`src/rtl/pipeline_hazard_ctrl_pkg.sv`:
```
// Shared types and helpers for the pipeline hazard controller.
//  state_e       : sequencer states (2-bit encoding)
//  stage_ctrl_t  : per-stage enable/flush bundle driven to the datapath
//  REG_ZERO      : x0 register index, never a true dependency
package pipeline_hazard_ctrl_pkg;

    typedef enum logic [1:0] {
        S_RUN      = 2'd0,
        S_MEM_WAIT = 2'd1,
        S_FAULT    = 2'd2
    } state_e;

    localparam logic [4:0] REG_ZERO = 5'd0;

    typedef struct packed {
        logic pc_en;
        logic if_id_en;
        logic if_id_flush;
        logic id_ex_en;
        logic id_ex_flush;
        logic ex_mem_en;
        logic mem_wb_flush;
    } stage_ctrl_t;

    // Normal flow: every latch loads, nothing flushed.
    function automatic stage_ctrl_t ctrl_run();
        stage_ctrl_t c;
        c = '{pc_en: 1'b1, if_id_en: 1'b1, if_id_flush: 1'b0, id_ex_en: 1'b1,
              id_ex_flush: 1'b0, ex_mem_en: 1'b1, mem_wb_flush: 1'b0};
        return c;
    endfunction

    // Whole front end frozen while MEM is stuck; WB receives bubbles.
    function automatic stage_ctrl_t ctrl_freeze();
        stage_ctrl_t c;
        c = '{pc_en: 1'b0, if_id_en: 1'b0, if_id_flush: 1'b0, id_ex_en: 1'b0,
              id_ex_flush: 1'b0, ex_mem_en: 1'b0, mem_wb_flush: 1'b1};
        return c;
    endfunction

    // Redirect: keep fetching from the new target, squash the two wrong-path instrs.
    function automatic stage_ctrl_t ctrl_redirect();
        stage_ctrl_t c;
        c = '{pc_en: 1'b1, if_id_en: 1'b1, if_id_flush: 1'b1, id_ex_en: 1'b1,
              id_ex_flush: 1'b1, ex_mem_en: 1'b1, mem_wb_flush: 1'b0};
        return c;
    endfunction

    // Load-use: hold PC and IF/ID, insert one bubble into EX, let the load advance.
    function automatic stage_ctrl_t ctrl_load_use();
        stage_ctrl_t c;
        c = '{pc_en: 1'b0, if_id_en: 1'b0, if_id_flush: 1'b0, id_ex_en: 1'b1,
              id_ex_flush: 1'b1, ex_mem_en: 1'b1, mem_wb_flush: 1'b0};
        return c;
    endfunction

endpackage

```
`src/rtl/pipeline_hazard_ctrl_sat_counter.sv`:
```
// Saturating up-counter used for the pipeline performance counters.
//  clk, rst_n : clock, asynchronous active-low reset (clears to 0)
//  inc        : count this cycle
//  q          : current count, sticks at all-ones
module pipeline_hazard_ctrl_sat_counter #(
    parameter int unsigned W = 32
) (
    input  logic         clk,
    input  logic         rst_n,
    input  logic         inc,
    output logic [W-1:0] q
);

    always_ff @(posedge clk or negedge rst_n) begin
        if (!rst_n) begin
            q <= '0;
        end else if (inc && !(&q)) begin
            q <= q + W'(1);
        end
    end

endmodule

```
`src/rtl/pipeline_hazard_ctrl.sv`:
```
// Pipeline sequencer for the 5-stage core: load-use interlock, redirect flush,
// data-memory wait freeze with timeout fault.
//  Inputs : clk, rst_n, ID source regs/uses, EX rd/load/regwrite/redirect,
//           MEM request, dmem_ready
//  Outputs: per-stage enables/flushes (combinational from state + inputs),
//           mem_fault (registered, sticky), stall_cnt / flush_cnt (saturating)
module pipeline_hazard_ctrl
    import pipeline_hazard_ctrl_pkg::*;
#(
    parameter int unsigned MEM_TIMEOUT = 16,
    parameter int unsigned CNT_W       = 32
) (
    input  logic             clk,
    input  logic             rst_n,
    input  logic [4:0]       id_rs1,
    input  logic [4:0]       id_rs2,
    input  logic             id_use_rs1,
    input  logic             id_use_rs2,
    input  logic [4:0]       ex_rd,
    input  logic             ex_MemReadEn,
    input  logic             ex_RegWriteEn,
    input  logic             ex_redirect,
    input  logic             mem_req,
    input  logic             dmem_ready,
    output logic             pc_en,
    output logic             if_id_en,
    output logic             if_id_flush,
    output logic             id_ex_en,
    output logic             id_ex_flush,
    output logic             ex_mem_en,
    output logic             mem_wb_flush,
    output logic             mem_fault,
    output logic [CNT_W-1:0] stall_cnt,
    output logic [CNT_W-1:0] flush_cnt
);

    localparam int unsigned WAIT_W = $clog2(MEM_TIMEOUT + 1);

    state_e              state_q, state_d;
    logic   [WAIT_W-1:0] wait_q, wait_d;
    logic                fault_d;
    logic                load_use;
    logic                mem_busy;
    stage_ctrl_t         flow_ctrl;
    stage_ctrl_t         ctrl;

    assign load_use = ex_MemReadEn && ex_RegWriteEn && (ex_rd != REG_ZERO)
                   && ((id_use_rs1 && (id_rs1 == ex_rd)) || (id_use_rs2 && (id_rs2 == ex_rd)));
    assign mem_busy = mem_req && !dmem_ready;

    // Decode once memory is not blocking: redirect wins over load-use (ID instr is wrong-path).
    always_comb begin
        flow_ctrl = ctrl_run();
        if (ex_redirect) begin
            flow_ctrl = ctrl_redirect();
        end else if (load_use) begin
            flow_ctrl = ctrl_load_use();
        end
    end

    // Next-state and output decode.
    always_comb begin
        state_d = state_q;
        wait_d  = wait_q;
        fault_d = mem_fault;
        ctrl    = flow_ctrl;
        unique case (state_q)
            S_RUN: begin
                if (mem_busy) begin
                    ctrl    = ctrl_freeze();
                    state_d = S_MEM_WAIT;
                    wait_d  = WAIT_W'(1);
                end
            end
            S_MEM_WAIT: begin
                if (dmem_ready) begin
                    state_d = S_RUN;
                    wait_d  = '0;
                end else begin
                    ctrl = ctrl_freeze();
                    if (wait_q == WAIT_W'(MEM_TIMEOUT)) begin
                        state_d = S_FAULT;
                        fault_d = 1'b1;
                    end else begin
                        wait_d = wait_q + WAIT_W'(1);
                    end
                end
            end
            S_FAULT: begin
                ctrl = ctrl_freeze();
            end
            default: begin
                state_d = S_RUN;
                wait_d  = '0;
            end
        endcase
        // Datapath sees free-flowing enables while held in reset.
        if (!rst_n) begin
            ctrl = ctrl_run();
        end
    end

    // State, wait counter and sticky fault.
    always_ff @(posedge clk or negedge rst_n) begin
        if (!rst_n) begin
            state_q   <= S_RUN;
            wait_q    <= '0;
            mem_fault <= 1'b0;
        end else begin
            state_q   <= state_d;
            wait_q    <= wait_d;
            mem_fault <= fault_d;
        end
    end

    assign pc_en        = ctrl.pc_en;
    assign if_id_en     = ctrl.if_id_en;
    assign if_id_flush  = ctrl.if_id_flush;
    assign id_ex_en     = ctrl.id_ex_en;
    assign id_ex_flush  = ctrl.id_ex_flush;
    assign ex_mem_en    = ctrl.ex_mem_en;
    assign mem_wb_flush = ctrl.mem_wb_flush;

    // if_id_flush is raised only by an accepted redirect.
    pipeline_hazard_ctrl_sat_counter #(.W(CNT_W)) u_stall_cnt (
        .clk   (clk),
        .rst_n (rst_n),
        .inc   (!ctrl.pc_en),
        .q     (stall_cnt)
    );

    pipeline_hazard_ctrl_sat_counter #(.W(CNT_W)) u_flush_cnt (
        .clk   (clk),
        .rst_n (rst_n),
        .inc   (ctrl.if_id_flush),
        .q     (flush_cnt)
    );

endmodule

```
`config.mk`:
```
export PLATFORM = sky130hd
export DESIGN_NAME = pipeline_hazard_ctrl
export DESIGN_NICKNAME = d
export VERILOG_FILES = /design/src/rtl/pipeline_hazard_ctrl_pkg.sv /design/src/rtl/pipeline_hazard_ctrl_sat_counter.sv /design/src/rtl/pipeline_hazard_ctrl.sv
export SDC_FILE = /design/constraint.sdc
export NUM_CORES = 1
export LEC_CHECK = 0
export BUFFER_PORTS_ARGS = -buffer_cell sky130_fd_sc_hd__buf_2
export CAP_MARGIN = 20
export CORE_UTILIZATION = 59
export CTS_BUF_LIST = sky130_fd_sc_hd__clkbuf_2 sky130_fd_sc_hd__clkbuf_4 sky130_fd_sc_hd__clkbuf_8
export CTS_CLUSTER_SIZE = 10
export DETAILED_ROUTE_END_ITERATION = 10
export PLACE_DENSITY = 0.87
export SYNTH_ARGS = -nofsm -noshare
export SYNTH_HDL_FRONTEND = slang
export SYNTH_HIERARCHICAL = 1
export SYNTH_SLANG_ARGS = --single-unit
```
`constraint.sdc`:
```
create_clock -name clk -period 3.7 [get_ports clk]
set_input_delay 0.74 -clock clk [delete_from_list [all_inputs] [get_ports clk]]
set_output_delay 0.74 -clock clk [all_outputs]
set_load 0.005 [all_outputs]
```
==> key figures, run 1 <==
Die
  • # rows: 28
  • Die area: 6770 µm²
  • Initial Util: 62.8%
  • DIE WIDTH: 82.3 µm
  • Die height: 82.3 µm
  • # IOs: 96
  • Core Region: 6060 µm²

Cells and area
  • Nets@finish: 494
  • Area Growth Syn to Fin: 20.1%
  • Layout fillers: 453
  • Antenna cell count: 0
  • Post-route cell area: 4570 µm²
  • Reg area: 1800 µm²
  • Share of cells above drive strength 1: 29.3%
  • Multi-input gate area: 1960 µm²

Synthesis
  • Synth Area in Compound Gates: 8.22%
  • Post-synthesis adder-cell area fraction: 1.32%
  • Synth cell count leaders: dfrtp_1, xnor2_1, nand3_1, nor2_1, nand2_1
  • Count leader, synth: dfrtp_1
  • Xor/xnor share of the synthesized area: 15.7%
  • Post-synth ARST share: 100%
  • Average size of a mapped cell: 10.5 µm²
  • EDFF count, synth: 0
  • Multiplexer area fraction after synthesis: 1.41%
  • Seq/Total Area, Yosys: 47.4%
  • Largest family of logic cells by synthesized area: simple AND/OR/NAND/NOR gates
  • Netlist cell types: 47
  • Synthesis-stage register bit count: 72
  • Mapped Cells: 362
  • Synth top area share: 47.4%
  • Cell Area, Synth: 3800 µm²
  • Synth Flop Type: dfrtp_1
  • Area fraction in and, or, nand and nor cells after synthesis: 24.9%
  • Ys Warns: 6
  • Top area cells in the synthesized netlist: dfrtp_1, xnor2_1, xor2_1
  • Largest area contributor in the netlist: dfrtp_1
  • Synth Net Count: 390

Route
  • Initial DRC Count: 200
  • Drt pass-1 iters: 5
  • # DRC: 0
  • Routed vias: 3228
  • DRT antenna net count: 0
  • Vias per cell: 5.91
  • Drt wl/cell: 15.7 µm
  • Routed wire length: 8.57 mm

Placed design
  • Placed cell area: 4360 µm²
  • Final RePlAce weighted congestion: 0.823
  • HPWL Detailed: 6.24 mm
  • Input/output buffers: 95
  • Pre-CTS setup slack: 0.245 ns

Timing
  • Slew Limit Fails: 0
  • Final setup margin: 0.533 ns
  • Final setup fails: 0
  • Max-slew headroom: 47.7%
  • Final min period: 3.17 ns
  • Final hold violations: 0
  • FMAX: 0.316 GHz
  • Final Skew: 0.00719 ns
  • Fin Hold WS: 0.258 ns
  • Final period util: 85.6%
  • RSZ-0062 raised after global routing: false
  • Worst-margin pin slew: 0.785 ns
  • Setup_tns: 0 ns

Clock tree
  • H-tree depth: 3
  • Clk buf depth: 2
  • CTS Buf Count: 9
  • Clock root buffer: clkbuf_8
  • Clock-pin slew on the worst setup and hold paths: 0.07 ns
  • Setup Fix Bufs, Post-CTS: 0
  • CTS Sinks: 72
  • Hold_buf cts: 0
  • TritonCTS clock tree: yes
  • Resized Gates After CTS: 0
  • Worst-skew pair later-pin latency: 0.34 ns

Global routing
  • First-pass GRT wire length: 13.8 mm
  • Remaining Overflow, GRT: 0
  • Via count of the first global-routing pass: 2957
  • Pin count of the biggest net entering global routing: 65
  • All-layer global routing usage: 27.0%
  • Antenna violations before repair: 1

Critical path
  • Crit path to: u_stall_cnt/q[21]$_DFFE_PN0P_
  • Kind of end point of the critical path: flop
  • R2r endpoint: u_stall_cnt/q[21]$_DFFE_PN0P_
  • Startpoint Class: input port
  • R2R Setup Slk: 0.78 ns
  • Crit path from: ex_rd[3]
  • R2R Path Start: state_q[0]$_DFFE_PN0P_
  • Maximum fanout along the worst path: 5
  • Cells on worst reg2reg path: 9
  • Crit Path Category: input port to flop
  • Critical Path RT: 3.92 ns
  • Worst path arrival time: 3.38 ns

Power and ir drop
  • VDD IR max: 0.342 mV
  • Leakage: 2.24 nW
  • PwrDens: 396 nW/µm²
  • Total chip power: 1.81 mW

Hold path
  • HP Class: input port to asynchronous set/reset pin

Flow run
  • Max Cap Viol: 0

Outcome
  • Status: complete, no violations
-- metrics by stage --
| step | utilization (%) | std cells |
|---|---|---|
| after floorplan | - | 362 |
| after CTS | 75.4 | 546 |
| final | 75.4 | 546 |
| after detailed placement | 72.0 | 530 |
| after global placement | 72.0 | 530 |
| after global routing | 75.4 | 546 |
-- placed cells by master (no fill, tap or decap), types with 11 or more instances in the layout --
cell	n
nand3_1	31
xnor2_1	44
nand2_1	29
dfrtp_1	72
xor2_1	24
clkbuf_8	11
buf_2	95
nand4_1	23
nor2_1	31
-- cells by family after synthesis --
group	Yosys count
adder cells (fa/ha/maj)	4
buffers and inverters	9
AO/OA/AOI/OAI	38
AND/OR/NAND/NOR	166
XOR/XNOR	68
flip-flops	72
multiplexers	5
-- power by group --
group	leakage (nW)	total, mW	internal (mW)	switching, mW
logic	1.14	0.254	0.124	0.130
registers	0.983	0.917	0.846	0.0708
clock network	0.110	0.639	0.362	0.277
-- critical path: stages --
cell and delay (ns):
buf_2 0.12, xor2_1 0.16, nor4_2 0.27, a32oi_1 0.18, o31ai_1 0.53, and3_2 0.29
nand4b_1 0.20, a211oi_1 0.52, nand3_1 0.20, xnor2_1 0.17
-- layout make-up --
| cell class | instances | area share [%] |
|---|---|---|
| repair buffers | 96 | 10.6 |
| multi-input cells | 281 | 42.9 |
| inverters | 6 | 0.493 |
| clock buffers | 13 | 3.64 |
| clock inverters | 3 | 0.876 |
| flip-flops and latches | 72 | 39.4 |
| well taps | 75 | 2.05 |
-- state kept, by name, summed over array words and instances (netlist names) --
signal,flops
u_stall_cnt/q,32
mem_fault,1
u_flush_cnt/q,32
state_q,2
wait_q,5
-- worst min-delay path by stage --
stage | startpoint | endpoint | slack [ns]
floorplan | rst_n | mem_fault$_DFFE_PN0P_ | 0.44
global placement | mem_fault$_DFFE_PN0P_ | mem_fault$_DFFE_PN0P_ | 0.45
detailed placement | mem_fault$_DFFE_PN0P_ | mem_fault$_DFFE_PN0P_ | 0.45
CTS | rst_n | wait_q[2]$_DFFE_PN0P_ | 0.26
global route | rst_n | wait_q[1]$_DFFE_PN0P_ | 0.27
finish | rst_n | wait_q[2]$_DFFE_PN0P_ | 0.26
-- routing by layer --
| layer | wire length (µm) | GRT usage (%) |
|---|---|---|
| met5 | 9 | 0 |
| met4 | 127 | 10.5 |
| met3 | 496 | 6.04 |
| met2 | 4160 | 43.2 |
| met1 | 3780 | 35.6 |
Note: power is estimated with default switching activity, not from simulation.
==> run 2: changes to the inputs <==
- CAP_MARGIN: 20 -> 10
- CORE_ASPECT_RATIO: default -> 1.25
- CORE_UTILIZATION: 59 -> 55
- PLACE_DENSITY: 0.87 -> 0.82
- clock period: 3.7 -> 3.3 ns (I/O delays scaled with it)
==> run 2 against run 1 <==
  * Non-clock buffer count up 3
  * Register-to-register slack worse by 0.32 ns
  * Sequential power up 12%
  * Critical path type is now flop to flop
  * Highest routed layer is now met4
==> key figures, run 2 (synthesis gave the netlist of run 1 again) <==
Timing
  • FMAX: 0.353 GHz
  • Final Skew: 0.0125 ns (was 0.00719 ns)
  • Max-slew headroom: 64.1% (was 47.7%)
  • Final period util: 85.9%
  • Fin Hold WS: 0.446 ns (was 0.258 ns)
  • Slew Limit Fails: 0 (unchanged)
  • RSZ-0062 raised after global routing: false (unchanged)
  • Final setup fails: 0 (unchanged)
  • Setup_tns: 0 ns (unchanged)
  • Final hold violations: 0 (unchanged)
  • Final min period: 2.84 ns
  • Worst-margin pin slew: 0.536 ns (was 0.785 ns)

Clock tree
  • Setup Fix Bufs, Post-CTS: 0 (unchanged)
  • TritonCTS clock tree: yes (unchanged)
  • Hold_buf cts: 0 (unchanged)
  • H-tree depth: 3 (unchanged)
  • Worst-skew pair later-pin latency: 0.34 ns (about the same)
  • CTS Buf Count: 9 (unchanged)
  • Resized Gates After CTS: 0 (unchanged)
  • Clock-pin slew on the worst setup and hold paths: 0.08 ns (was 0.07 ns)
  • Clock root buffer: clkbuf_8 (unchanged)
  • CTS Sinks: 72 (unchanged)
  • Clk buf depth: 2 (unchanged)

Cells and area
  • Commonest non-fill, non-tap cell in the layout: buf_2 (unchanged)
  • Most frequent cells in the layout: buf_2, dfrtp_1, xnor2_1 (unchanged)
  • Antenna cell count: 0 (unchanged)
  • Share of cells above drive strength 1: 29.3% (unchanged)
  • Area Growth Syn to Fin: 19.6% (was 20.1%)
  • Nets@finish: 497 (was 494)
  • Top flop regs: u_flush_cnt/q: 32 flops, u_stall_cnt/q: 32 flops, wait_q: 5 flops (unchanged)

Die
  • Initial Util: 57.6% (was 62.8%)
  • Die area: 7250 µm² (was 6770 µm²)
  • Die height: 95.0 µm (was 82.3 µm)
  • # IOs: 96 (unchanged)
  • Core Region: 6610 µm² (was 6060 µm²)
  • DIE WIDTH: 76.4 µm (was 82.3 µm)
  • # rows: 33 (was 28)

Global routing
  • Antenna violations before repair: 0 (was 1)
  • Pin count of the biggest net entering global routing: 41 (was 65)
  • Via count of the first global-routing pass: 3051 (was 2957)
  • Remaining Overflow, GRT: 0 (unchanged)
  • All-layer global routing usage: 24.9% (was 27.0%)
  • First-pass GRT wire length: 14.3 mm (was 13.8 mm)

Route
  • # DRC: 0 (unchanged)
  • WL met3: 341 µm (was 496 µm)
  • Met1 wire length: 3.58 mm (was 3.78 mm)
  • Highest metal used: met4 (was met5)
  • Vias per cell: 5.68 (was 5.91)
  • Drt pass-1 iters: 4 (was 5)
  • Routed vias: 3169 (was 3228)
  • DRT antenna net count: 0 (unchanged)
  • Initial DRC Count: 153 (was 200)
  • Drt wl/cell: 15.3 µm (was 15.7 µm)
  • Routed length on met2: 4.55 mm (was 4.16 mm)
  • Routed wire length: 8.55 mm (was 8.57 mm)

Hold path
  • HP Class: input port to asynchronous set/reset pin (unchanged)

Power and ir drop
  • Flop pwr share: 55.1% (was 50.7%)
  • Clk pwr share: 30.4% (was 35.3%)
  • P_int: 1.34 mW (was 1.33 mW)
  • Psw: 523 µW (was 478 µW)
  • PwrDens: 410 nW/µm² (was 396 nW/µm²)
  • Comb power frac: 14.4% (was 14.0%)
  • Leakage: 2.21 nW (was 2.24 nW)
  • VDD IR max: 0.342 mV (about the same)
  • Switching Share: 28.0% (was 26.4%)

Critical path
  • Critical Path RT: 3.57 ns (was 3.92 ns)
  • Maximum fanout along the worst path: 13 (was 5)
  • Crit Path Category: flop to flop (was input port to flop)
  • Kind of end point of the critical path: flop (unchanged)
  • Startpoint Class: flop (was input port)
  • Worst path arrival time: 3.10 ns (was 3.38 ns)

Placed design
  • HPWL Detailed: 6.41 mm (was 6.24 mm)
  • Final RePlAce weighted congestion: 0.856 (was 0.823)
  • Input/output buffers: 95 (unchanged)

Outcome
  • Status: complete, no violations (unchanged)

Flow run
  • Max Cap Viol: 0 (unchanged)
-- run 2: layout make-up --
type                       count  area [µm²]
clock inverter                 4        25.0
clock buffer                   9         124
sequential                    72        1800
fill                         524        2060
inverter                       6        22.5
tap                           87         109
timing repair buffer          99         505
multi-input combinational    281        1960
-- run 2: power by group through the flow --
stage / Clock [mW] / Sequential [mW] / Combinational, mW
floorplan: 0 / 1.04 / 0.139
global placement: 0 / 1.04 / 0.263
detailed placement: 0 / 1.04 / 0.273
CTS: 0.583 / 1.03 / 0.275
global route: 0.622 / 1.04 / 0.305
finish: 0.568 / 1.03 / 0.270
-- run 2: worst max-delay path, cell delays in order (launching register included) --
cell and delay (ns):
dfrtp_1 0.57, nor2_1 0.12, o31ai_1 0.34, nand2_1 0.20
o31ai_1 0.11, buf_4 0.17, and4_1 0.23, nand4_1 0.23
a211o_1 0.40, nor3_1 0.22, xor2_1 0.17
-- run 2: layer usage --
layer	global-route usage, %	up-vias
met3	4.15	7
li1	-	1513
met4	8.97	0
met2	44.8	92
met1	30.2	1557
met5	0	-
-- run 2: stage by stage --
stage | cell area [µm²] | cells | utilization (%) | setup slack [ns] | power, mW
5_1_grt | 4550 | 558 | 68.8 | 0.238 | 1.97
6_report | 4550 | 558 | 68.8 | 0.465 | 1.87
2_1_floorplan | 3800 | 362 | - | 0.487 | 1.17
4_1_cts | 4550 | 558 | 68.8 | 0.515 | 1.89
3_5_place_dp | 4400 | 545 | 66.6 | 0.164 | 1.32
3_3_place_gp | 4400 | 545 | 66.6 | 0.226 | 1.31
-- run 2: worst paths after layout --
path	startpoint	end	slack, ns	cells past startpoint
setup reg to reg	state_q[0]$_DFFE_PN0P_	u_stall_cnt/q[22]$_DFFE_PN0P_	0.46	10
hold reg to reg	mem_fault$_DFFE_PN0P_	mem_fault$_DFFE_PN0P_	0.48	1
setup / recovery	state_q[0]$_DFFE_PN0P_	u_stall_cnt/q[22]$_DFFE_PN0P_	0.46	10
hold / removal	rst_n	u_flush_cnt/q[9]$_DFFE_PN0P_	0.45	2
min in group clk	mem_fault$_DFFE_PN0P_	mem_fault$_DFFE_PN0P_	0.48	1
max in group asynchronous	rst_n	u_stall_cnt/q[28]$_DFFE_PN0P_	2.02	3
